`src/rtl/alu_exec_unit.sv`:
```
// alu_exec_unit: instruction decoder plus 8-bit ALU with registered status flags and shown result
// Ports: i_CLK/i_SYS_RESET clock and sync active-high reset; i_instr instruction word;
//        i_in1/i_in2 operands; o_alu_op/o_addr1/o_addr2/o_show/o_write decoded fields;
//        o_res combinational result; o_CF/o_ZF/o_SF/o_OF registered flags; o_shown last shown result.
module alu_exec_unit #(
    parameter int DATA_W = 8
) (
    input  logic              i_CLK,
    input  logic              i_SYS_RESET,
    input  logic [15:0]       i_instr,
    input  logic [DATA_W-1:0] i_in1,
    input  logic [DATA_W-1:0] i_in2,
    output logic [3:0]        o_alu_op,
    output logic [2:0]        o_addr1,
    output logic [2:0]        o_addr2,
    output logic              o_show,
    output logic              o_write,
    output logic [DATA_W-1:0] o_res,
    output logic              o_CF,
    output logic              o_ZF,
    output logic              o_SF,
    output logic              o_OF,
    output logic [DATA_W-1:0] o_shown
);
    localparam logic [3:0] NOP = 4'h0, ADD = 4'h1, SUB = 4'h2, AND = 4'h3, OR  = 4'h4, XOR = 4'h5,
                           NOT = 4'h6, SHL = 4'h7, SHR = 4'h8, SAR = 4'h9, ROL = 4'hA, ROR = 4'hB,
                           INC = 4'hC, DEC = 4'hD, CMP = 4'hE, MOV = 4'hF;
    logic [DATA_W-1:0] a, b, opnd;
    logic [DATA_W:0]   add_w, sub_w;
    logic              cf, of, is_add, is_sub;
    logic [3:0]        flags_d, flags_q;
    logic [DATA_W-1:0] shown_d, shown_q;
    logic              unused;
    assign unused   = ^i_instr[5:0];
    assign a        = i_in1;
    assign b        = i_in2;
    assign o_alu_op = i_instr[15:12];
    assign o_addr1  = i_instr[11:9];
    assign o_addr2  = i_instr[8:6];
    assign o_show   = o_alu_op != NOP;
    assign o_write  = o_alu_op != NOP && o_alu_op != CMP;
    assign is_add   = o_alu_op == ADD || o_alu_op == INC;
    assign is_sub   = o_alu_op == SUB || o_alu_op == CMP || o_alu_op == DEC;
    // INC/DEC share the adder/subtractor with a constant-one second operand
    assign opnd     = (o_alu_op == INC || o_alu_op == DEC) ? DATA_W'(1) : b;
    assign add_w    = {1'b0, a} + {1'b0, opnd};
    assign sub_w    = {1'b0, a} - {1'b0, opnd};
    always_comb begin
        case (o_alu_op)
            ADD, INC:      o_res = add_w[DATA_W-1:0];
            SUB, DEC, CMP: o_res = sub_w[DATA_W-1:0];
            AND:           o_res = a & b;
            OR:            o_res = a | b;
            XOR:           o_res = a ^ b;
            NOT:           o_res = ~a;
            SHL:           o_res = {a[DATA_W-2:0], 1'b0};
            SHR:           o_res = {1'b0, a[DATA_W-1:1]};
            SAR:           o_res = {a[DATA_W-1], a[DATA_W-1:1]};
            ROL:           o_res = {a[DATA_W-2:0], a[DATA_W-1]};
            ROR:           o_res = {a[0], a[DATA_W-1:1]};
            MOV:           o_res = b;
            default:       o_res = '0;
        endcase
    end
    // The top bit of the 9-bit difference is the unsigned borrow (A < subtrahend)
    always_comb begin
        cf = is_add ? add_w[DATA_W] :
             is_sub ? sub_w[DATA_W] :
             (o_alu_op == SHL || o_alu_op == ROL) ? a[DATA_W-1] :
             (o_alu_op == SHR || o_alu_op == SAR || o_alu_op == ROR) ? a[0] : 1'b0;
        of = is_add ? (a[DATA_W-1] == opnd[DATA_W-1]) && (o_res[DATA_W-1] != a[DATA_W-1]) :
             is_sub ? (a[DATA_W-1] != opnd[DATA_W-1]) && (o_res[DATA_W-1] != a[DATA_W-1]) :
             (o_alu_op == SHL) ? o_res[DATA_W-1] ^ a[DATA_W-1] : 1'b0;
    end
    assign flags_d = (o_alu_op != NOP) ? {cf, o_res == '0, o_res[DATA_W-1], of} : flags_q;
    assign shown_d = o_show ? o_res : shown_q;
    always_ff @(posedge i_CLK) begin
        if (i_SYS_RESET) begin
            flags_q <= '0;
            shown_q <= '0;
        end else begin
            flags_q <= flags_d;
            shown_q <= shown_d;
        end
    end
    assign {o_CF, o_ZF, o_SF, o_OF} = flags_q;
    assign o_shown = shown_q;
endmodule

```
`config.mk`:
```
export PLATFORM = sky130hd
export DESIGN_NAME = alu_exec_unit
export DESIGN_NICKNAME = d
export VERILOG_FILES = /design/src/rtl/alu_exec_unit.sv
export SDC_FILE = /design/constraint.sdc
export NUM_CORES = 1
export LEC_CHECK = 0
export BUFFER_PORTS_ARGS = -buffer_cell sky130_fd_sc_hd__buf_4
export CAP_MARGIN = 0
export CORE_AREA = 2 2 66 68
export CTS_CLUSTER_SIZE = 40
export DETAILED_ROUTE_END_ITERATION = 6
export DIE_AREA = 0 0 68 70
export GPL_TIMING_DRIVEN = 0
export PLACE_DENSITY = 0.87
export REMOVE_ABC_BUFFERS = 1
export SLEW_MARGIN = 15
export SYNTH_ARGS = -nofsm -noshare
export SYNTH_HDL_FRONTEND = slang
export SYNTH_SLANG_ARGS = --single-unit
```
`constraint.sdc`:
```
create_clock -name i_CLK -period 7.2 [get_ports i_CLK]
set_input_delay 0.72 -clock i_CLK [delete_from_list [all_inputs] [get_ports i_CLK]]
set_output_delay 0.72 -clock i_CLK [all_outputs]
set_load 0.05 [all_outputs]
```
==> run_results.csv, run 1 <==
group,metric,value,unit
worst_hold_path,hold_end,"o_shown[5]$_SDFFE_PP0N_",
floorplanning,pin_count,66,
setup_path,critPathRequiredTime,6480,ps
route,wl,6183,µm
synthesis,ys_seq_area_share,9.576,%
status,status,"finished clean",
cells_and_area,finalInstanceArea,2581,µm²
synthesis,synth_flop_cell,"dfxtp_1",
synthesis,yosysWarnings,0,
synthesis,synth_area,2300,µm²
global_route,grt.total_usage,27.14,%
setup_path,critPathMaxFanout,26,
setup_path,startpoint_type,"primary input",
route,first_pass_iters,5,
worst_hold_path,hold_class,"reg2reg",
sta,finalSetupViolCount,0,
sta,worst_pin_slew,721.4,ps
floorplanning,initial_utilization,55.50,%
cells_and_area,final_common_cell,"buf_4",
setup_path,critPathKind,"in2out",
sta,fin_skew,0,ps
global_route,antenna_found_initial,0,
setup_path,max_stage_delay,420,ps
setup_path,r2r_start,"flags_q[0]$_SDFFE_PP0N_",
sta,fin_crit_sh,64.81,%
global_route,grt_max_degree,39,
clocking,cts_hold_buf,0,
setup_path,reg2reg_depth,4,
clocking,cts_sinks,11,
sta,hold_slack,454.9,ps
setup_path,crit_slowest_cell,"fa_1",
clocking,cts_buffer_depth,2,
route,drt_iter0_markers,149,
clocking,cts_setup_buffers,0,
sta,layout_setup_ws,2534,ps
sta,hold_violations,0,
sta,fin_crit,4666,ps
place,place_hpwl,4634,µm
synthesis,synth_cell_types,70,
global_route,grt_pass1_wl,10190,µm
sta,fmax,214.3,MHz
power,p_leak,0.001214,µW
place,place_area,2531,µm²
setup_path,timing.rr.end,"flags_q[0]$_SDFFE_PP0N_",
worst_hold_path,hold_start,"o_shown[5]$_SDFFE_PP0N_",
synthesis,yosys_register_bits,11,
sta,setup_tns,0,ps
cells_and_area,diodes,0,
setup_path,ff2ff_setup_slack,6120,ps
clocking,clkTransAtPathRegs,60,ps
clocking,clock-root-buffer,"clkbuf_8",
cells_and_area,syn_to_final_growth,12.24,%
floorplanning,dieArea,4760,µm²
setup_path,critPathCaptureType,"primary output",
clocking,htree_num_levels,1,
synthesis,synth_edf_count,0,
route,dr_total_vias,2353,
synthesis,syn_area_per_cell,7.491,µm²
cells_and_area,layout-drive-gt1-share,20.43,%
global_route,grt-ovfl-total,0,
worst_hold_path,min_path_cells,2,
flow_run,drv_cap,0,
place,place_ws,2650,ps
synthesis,postSynthCellCount,307,
cells_and_area,fill_cells,388,
clocking,cts_tree,"built",
cells_and_area,nNetsFinal,398,
power,peakVddDrop,0.1460,mV
sta,slew_headroom,51.15,%
synthesis,synthArstFlopShare,0,%
floorplanning,fp.dieH,70,µm
cells_and_area,multi_input_area,1774,µm²
clocking,worstSkewPairLatency,240,ps
clocking,cts_resized,0,
cells_and_area,layout_common_cells,"buf_4 (47), inv_1 (33), ha_1 (33)",
route,ant_nets,0,
setup_path,cpMostUsedCell,"buf_4",
place,place.gp.congestion,0.9226,
route,vias_per_cell,6.192,
setup_path,crit_chain,"buf_4 -> and2_4 -> or2b_1 -> nand2_1 -> ha_1 -> inv_1 -> fa_1 -> o21bai_1 -> a21oi_1 -> o31ai_1 -> o2bb2ai_1 -> mux2i_1 -> nand3_1 -> buf_4",
power,p_per_area,143.0,nW/µm²
floorplanning,fp.dieW,68,µm
power,fin_total_pwr,369.1,µW
clocking,cts_made_buffers,3,
global_route,grt_pass1_vias,2083,
sta,rsz0062_at_grt,"no",
cells_and_area,seq_area,220.2,µm²
route,drc,0,
route,routedWlPerCell,16.27,µm
floorplanning,rows,24,
place,port_buffers,47,
floorplanning,coreArea,4144,µm²
setup_path,arrival,3950,ps
sta,drv_slew,0,
synthesized netlist by cell type, types with 3 or more instances:
cell type,instances,area (µm²)
inv_1,33,123.9
nor2_1,18,67.56
o211ai_1,4,30.03
a32oi_1,3,26.28
o221ai_1,4,35.03
a21oi_1,18,90.09
a22oi_1,6,45.04
a211o_1,3,26.28
mux2i_1,4,40.04
clkbuf_1,5,18.77
o2bb2ai_1,4,35.03
a221oi_1,3,26.28
nand3_1,5,25.02
buf_4,12,90.09
nand2_1,29,108.9
nand2b_1,5,31.28
o21ai_0,12,60.06
nor2b_1,8,50.05
ha_1,33,412.9
nand3b_1,4,30.03
a221o_1,4,40.04
nor3_1,3,15.01
a21o_1,4,30.03
buf_2,11,55.05
o31ai_1,4,30.03
dfxtp_1,11,220.2
a211oi_1,5,37.54
registers in the layout, indices dropped and copies added, names as in the netlist:
name / count
flags_q: 4
o_shown: 7
kinds of logic after synthesis:
kind of cell | count (synthesis) | share of synthesized area, %
adders and majority gates | 35 | 19.70
DFF | 11 | 9.576
muxes | 5 | 2.231
AOI/OAI and AO/OA | 101 | 33.03
and+or+nand+nor | 89 | 20.84
xor gates and xnor gates | 3 | 1.143
buffers and inverters | 63 | 13.49
metal layers:
| metal | global-route usage, % | vias up | wire (µm) |
|---|---|---|---|
| met5 | 0 | - | 0 |
| met4 | 7.333 | 0 | 132 |
| met3 | 5.153 | 10 | 435 |
| met2 | 40.02 | 87 | 2857 |
| met1 | 39.86 | 1108 | 2758 |
| li1 | - | 1148 | - |
power breakdown:
part           switching, µW  internal, µW
sequential              3.22          67.3
combinational            154          78.8
clock                   26.4          39.1
worst max-delay path by stage:
stage | start | end | slack (ps) | cells past startpoint
after floorplan | i_instr[15] | o_res[6] | 3350 | 12
after global placement | i_instr[14] | o_res[6] | 2660 | 14
after detailed placement | i_instr[14] | o_res[6] | 2650 | 14
after CTS | i_instr[14] | o_res[6] | 2620 | 14
after global routing | i_instr[14] | o_res[6] | 2420 | 14
final | i_instr[14] | o_res[6] | 2530 | 14
metrics by stage:
step / util [%] / std cells
2_1_floorplan: - / 277
3_3_place_gp: 61.08 / 376
3_5_place_dp: 61.08 / 376
4_1_cts: 62.17 / 380
5_1_grt: 62.29 / 380
6_report: 62.29 / 380
critical path, delay by kind of cell:
family / cells / cell delay, ps
compound gates: 4 / 850
fa+ha+maj: 2 / 630
buf+inv: 3 / 520
simple gates: 4 / 990
mux: 1 / 230
cell type report:
type / count / share of cell area, %
Clock buffer: 4 / 1.745
Inverter: 33 / 4.799
Multi-Input combinational cell: 233 / 68.73
Sequential cell: 11 / 8.531
Tap cell: 52 / 2.521
Timing Repair Buffer: 47 / 13.67
Power figures use the tool's default switching activity.
==> run 2: changes to the inputs <==
--- a/config.mk
+++ b/config.mk
@@ -7,12 +7,12 @@
 export LEC_CHECK = 0
 export BUFFER_PORTS_ARGS = -buffer_cell sky130_fd_sc_hd__buf_4
 export CAP_MARGIN = 0
-export CORE_AREA = 2 2 66 68
+export CORE_AREA = 2 2 69 71
 export CTS_CLUSTER_SIZE = 40
 export DETAILED_ROUTE_END_ITERATION = 6
-export DIE_AREA = 0 0 68 70
+export DIE_AREA = 0 0 71 73
 export GPL_TIMING_DRIVEN = 0
-export PLACE_DENSITY = 0.87
+export PLACE_DENSITY = 0.8
 export REMOVE_ABC_BUFFERS = 1
 export SLEW_MARGIN = 15
 export SYNTH_ARGS = -nofsm -noshare
==> constraint.sdc (replaced) <==
create_clock -name i_CLK -period 4.8 [get_ports i_CLK]
set_input_delay 0.48 -clock i_CLK [delete_from_list [all_inputs] [get_ports i_CLK]]
set_output_delay 0.48 -clock i_CLK [all_outputs]
set_load 0.05 [all_outputs]
==> run 2 against run 1 <==
  * Clock power increased by 42%
  * Routed wire length is 3.6% higher
  * Global-route usage shrank 3.0 points
  * First-iteration DRC count grew 49%
  * Sequential share of layout area barely moved
  * Combinational power grew 51%
  * Total power rose by 49%
  * Critical path type unchanged
==> run_results.csv, run 2 (synthesized netlist as in run 1, its figures left out) <==
group,metric,value,unit
status,status,"finished clean",
global_route,grt_use_met2,39.67,%
floorplanning,fp.dieH,73,µm
clocking,htree_num_levels,1,
setup_path,critPathKind,"in2out",
sta,hold_violations,0,
cells_and_area,fill_cells,425,
sta,hold_slack,452.3,ps
setup_path,critPathRequiredTime,4320,ps
sta,rsz0062_at_grt,"no",
floorplanning,rows,25,
place,port_buffers,47,
floorplanning,initial_utilization,50.70,%
place,place.gp.congestion,0.9127,
clocking,cts_setup_buffers,0,
route,ant_nets,0,
clocking,clkTransAtPathRegs,50,ps
setup_path,arrival,3650,ps
setup_path,critPathMaxFanout,26,
clocking,cts_hold_buf,0,
floorplanning,pin_count,66,
setup_path,critPathCaptureType,"primary output",
global_route,antenna_found_initial,0,
power,peakVddDrop,0.1322,mV
cells_and_area,layout-drive-gt1-share,20.43,%
cells_and_area,nNetsFinal,398,
setup_path,reg2reg_depth,4,
global_route,grt_pass1_vias,2169,
cells_and_area,seq_area,220.2,µm²
flow_run,drv_cap,0,
sta,slew_headroom,48.28,%
cells_and_area,final_common_cell,"buf_4",
sta,setup_tns,0,ps
power,clock_power_share,16.9,%
global_route,grtUsageMet3,3.729,%
worst_hold_path,min_path_cells,2,
global_route,use_met1,32.47,%
floorplanning,coreArea,4536,µm²
route,drt_iter0_markers,222,
floorplanning,dieArea,5183,µm²
clocking,cts_tree,"built",
clocking,clock-root-buffer,"clkbuf_8",
global_route,grt-ovfl-total,0,
route,routedWlPerCell,16.77,µm
global_route,grt_max_degree,39,
power,p_sw,272.3,µW
clocking,cts_made_buffers,3,
route,drc,0,
power,p_sw_share,49.53,%
power,p_per_area,212.8,nW/µm²
sta,worst_pin_slew,763.7,ps
worst_hold_path,hold_class,"reg2reg",
power,fin_total_pwr,549.9,µW
setup_path,startpoint_type,"primary input",
sta,fin_skew,0,ps
clocking,cts_sinks,11,
route,dr_total_vias,2421,
sta,fmax,241.9,MHz
power,p_leak,0.001214,µW
clocking,worstSkewPairLatency,240,ps
global_route,grt_pass1_wl,10200,µm
place,place_area,2539,µm²
cells_and_area,finalInstanceArea,2584,µm²
power,p_int,277.6,µW
floorplanning,fp.dieW,71,µm
cells_and_area,diodes,0,
sta,fin_crit_sh,86.14,%
cells_and_area,syn_to_final_growth,12.35,%
sta,finalSetupViolCount,0,
route,first_pass_iters,6,
cells_and_area,largest_reg_flops,7,
sta,drv_slew,0,
cells_and_area,multi_input_area,1774,µm²
place,place_hpwl,4794,µm
cells_and_area,layout_common_cells,"buf_4 (47), inv_1 (33), ha_1 (33)",
global_route,busiest_layer,"met2",
route,vias_per_cell,6.338,
power,pwr-share-seq,19.3,%
route,wl,6406,µm
power,comb_power_share,63.9,%
clocking,cts_buffer_depth,2,
clocking,cts_resized,0,
sta,fin_crit,4135,ps
global_route,grt.total_usage,24.18,%
[run 2: metal layers]
metal  vias up  routed length [µm]
met3        14                 485
met4         0                 152
met5         -                   0
met2       118                2931
li1       1154                   -
met1      1135                2836
[run 2: layout make-up]
cell class / instances / share of cell area, %
clock buffer: 4 / 1.743
timing repair buffer: 47 / 13.66
tap: 54 / 2.615
inverter: 33 / 4.794
multi-input combinational: 233 / 68.67
sequential: 11 / 8.523
[run 2: metrics by stage]
| stage | util, % | worst slack (ps) | instances |
|---|---|---|---|
| after floorplan | - | 1428 | 277 |
| after global placement | 55.86 | 749.2 | 378 |
| after detailed placement | 55.97 | 731.9 | 378 |
| after CTS | 56.97 | 729.1 | 382 |
| after global routing | 56.97 | 491.2 | 382 |
| final | 56.97 | 665.4 | 382 |
[run 2: worst max-delay path: stages]
cell,delay (ps)
buf_4,230
and2_4,270
or2b_1,410
nand2_1,160
ha_1,230
inv_1,70
fa_1,410
a21oi_1,170
o21bai_1,120
a22oi_1,200
o221ai_1,130
a221oi_1,470
inv_1,90
buf_4,210
[run 2: power by group through the flow]
| stage | logic [µW] | registers, µW | clock network (µW) |
|---|---|---|---|
| floorplan | 190 | 143 | 0 |
| global placement | 340 | 107 | 0 |
| detailed placement | 345 | 108 | 0 |
| CTS | 347 | 106 | 95.8 |
| finish | 351 | 106 | 92.7 |
| global route | 376 | 107 | 100 |
[run 2: path summary, 6_finish.rpt]
check / startpoint / to / slack [ps]
worst max-delay path: i_instr[14] / o_res[4] / 670
worst min-delay path: o_shown[3]$_SDFFE_PP0N_ / o_shown[3]$_SDFFE_PP0N_ / 450
worst max register to register: flags_q[0]$_SDFFE_PP0N_ / flags_q[0]$_SDFFE_PP0N_ / 3690
worst min register to register: o_shown[3]$_SDFFE_PP0N_ / o_shown[3]$_SDFFE_PP0N_ / 450
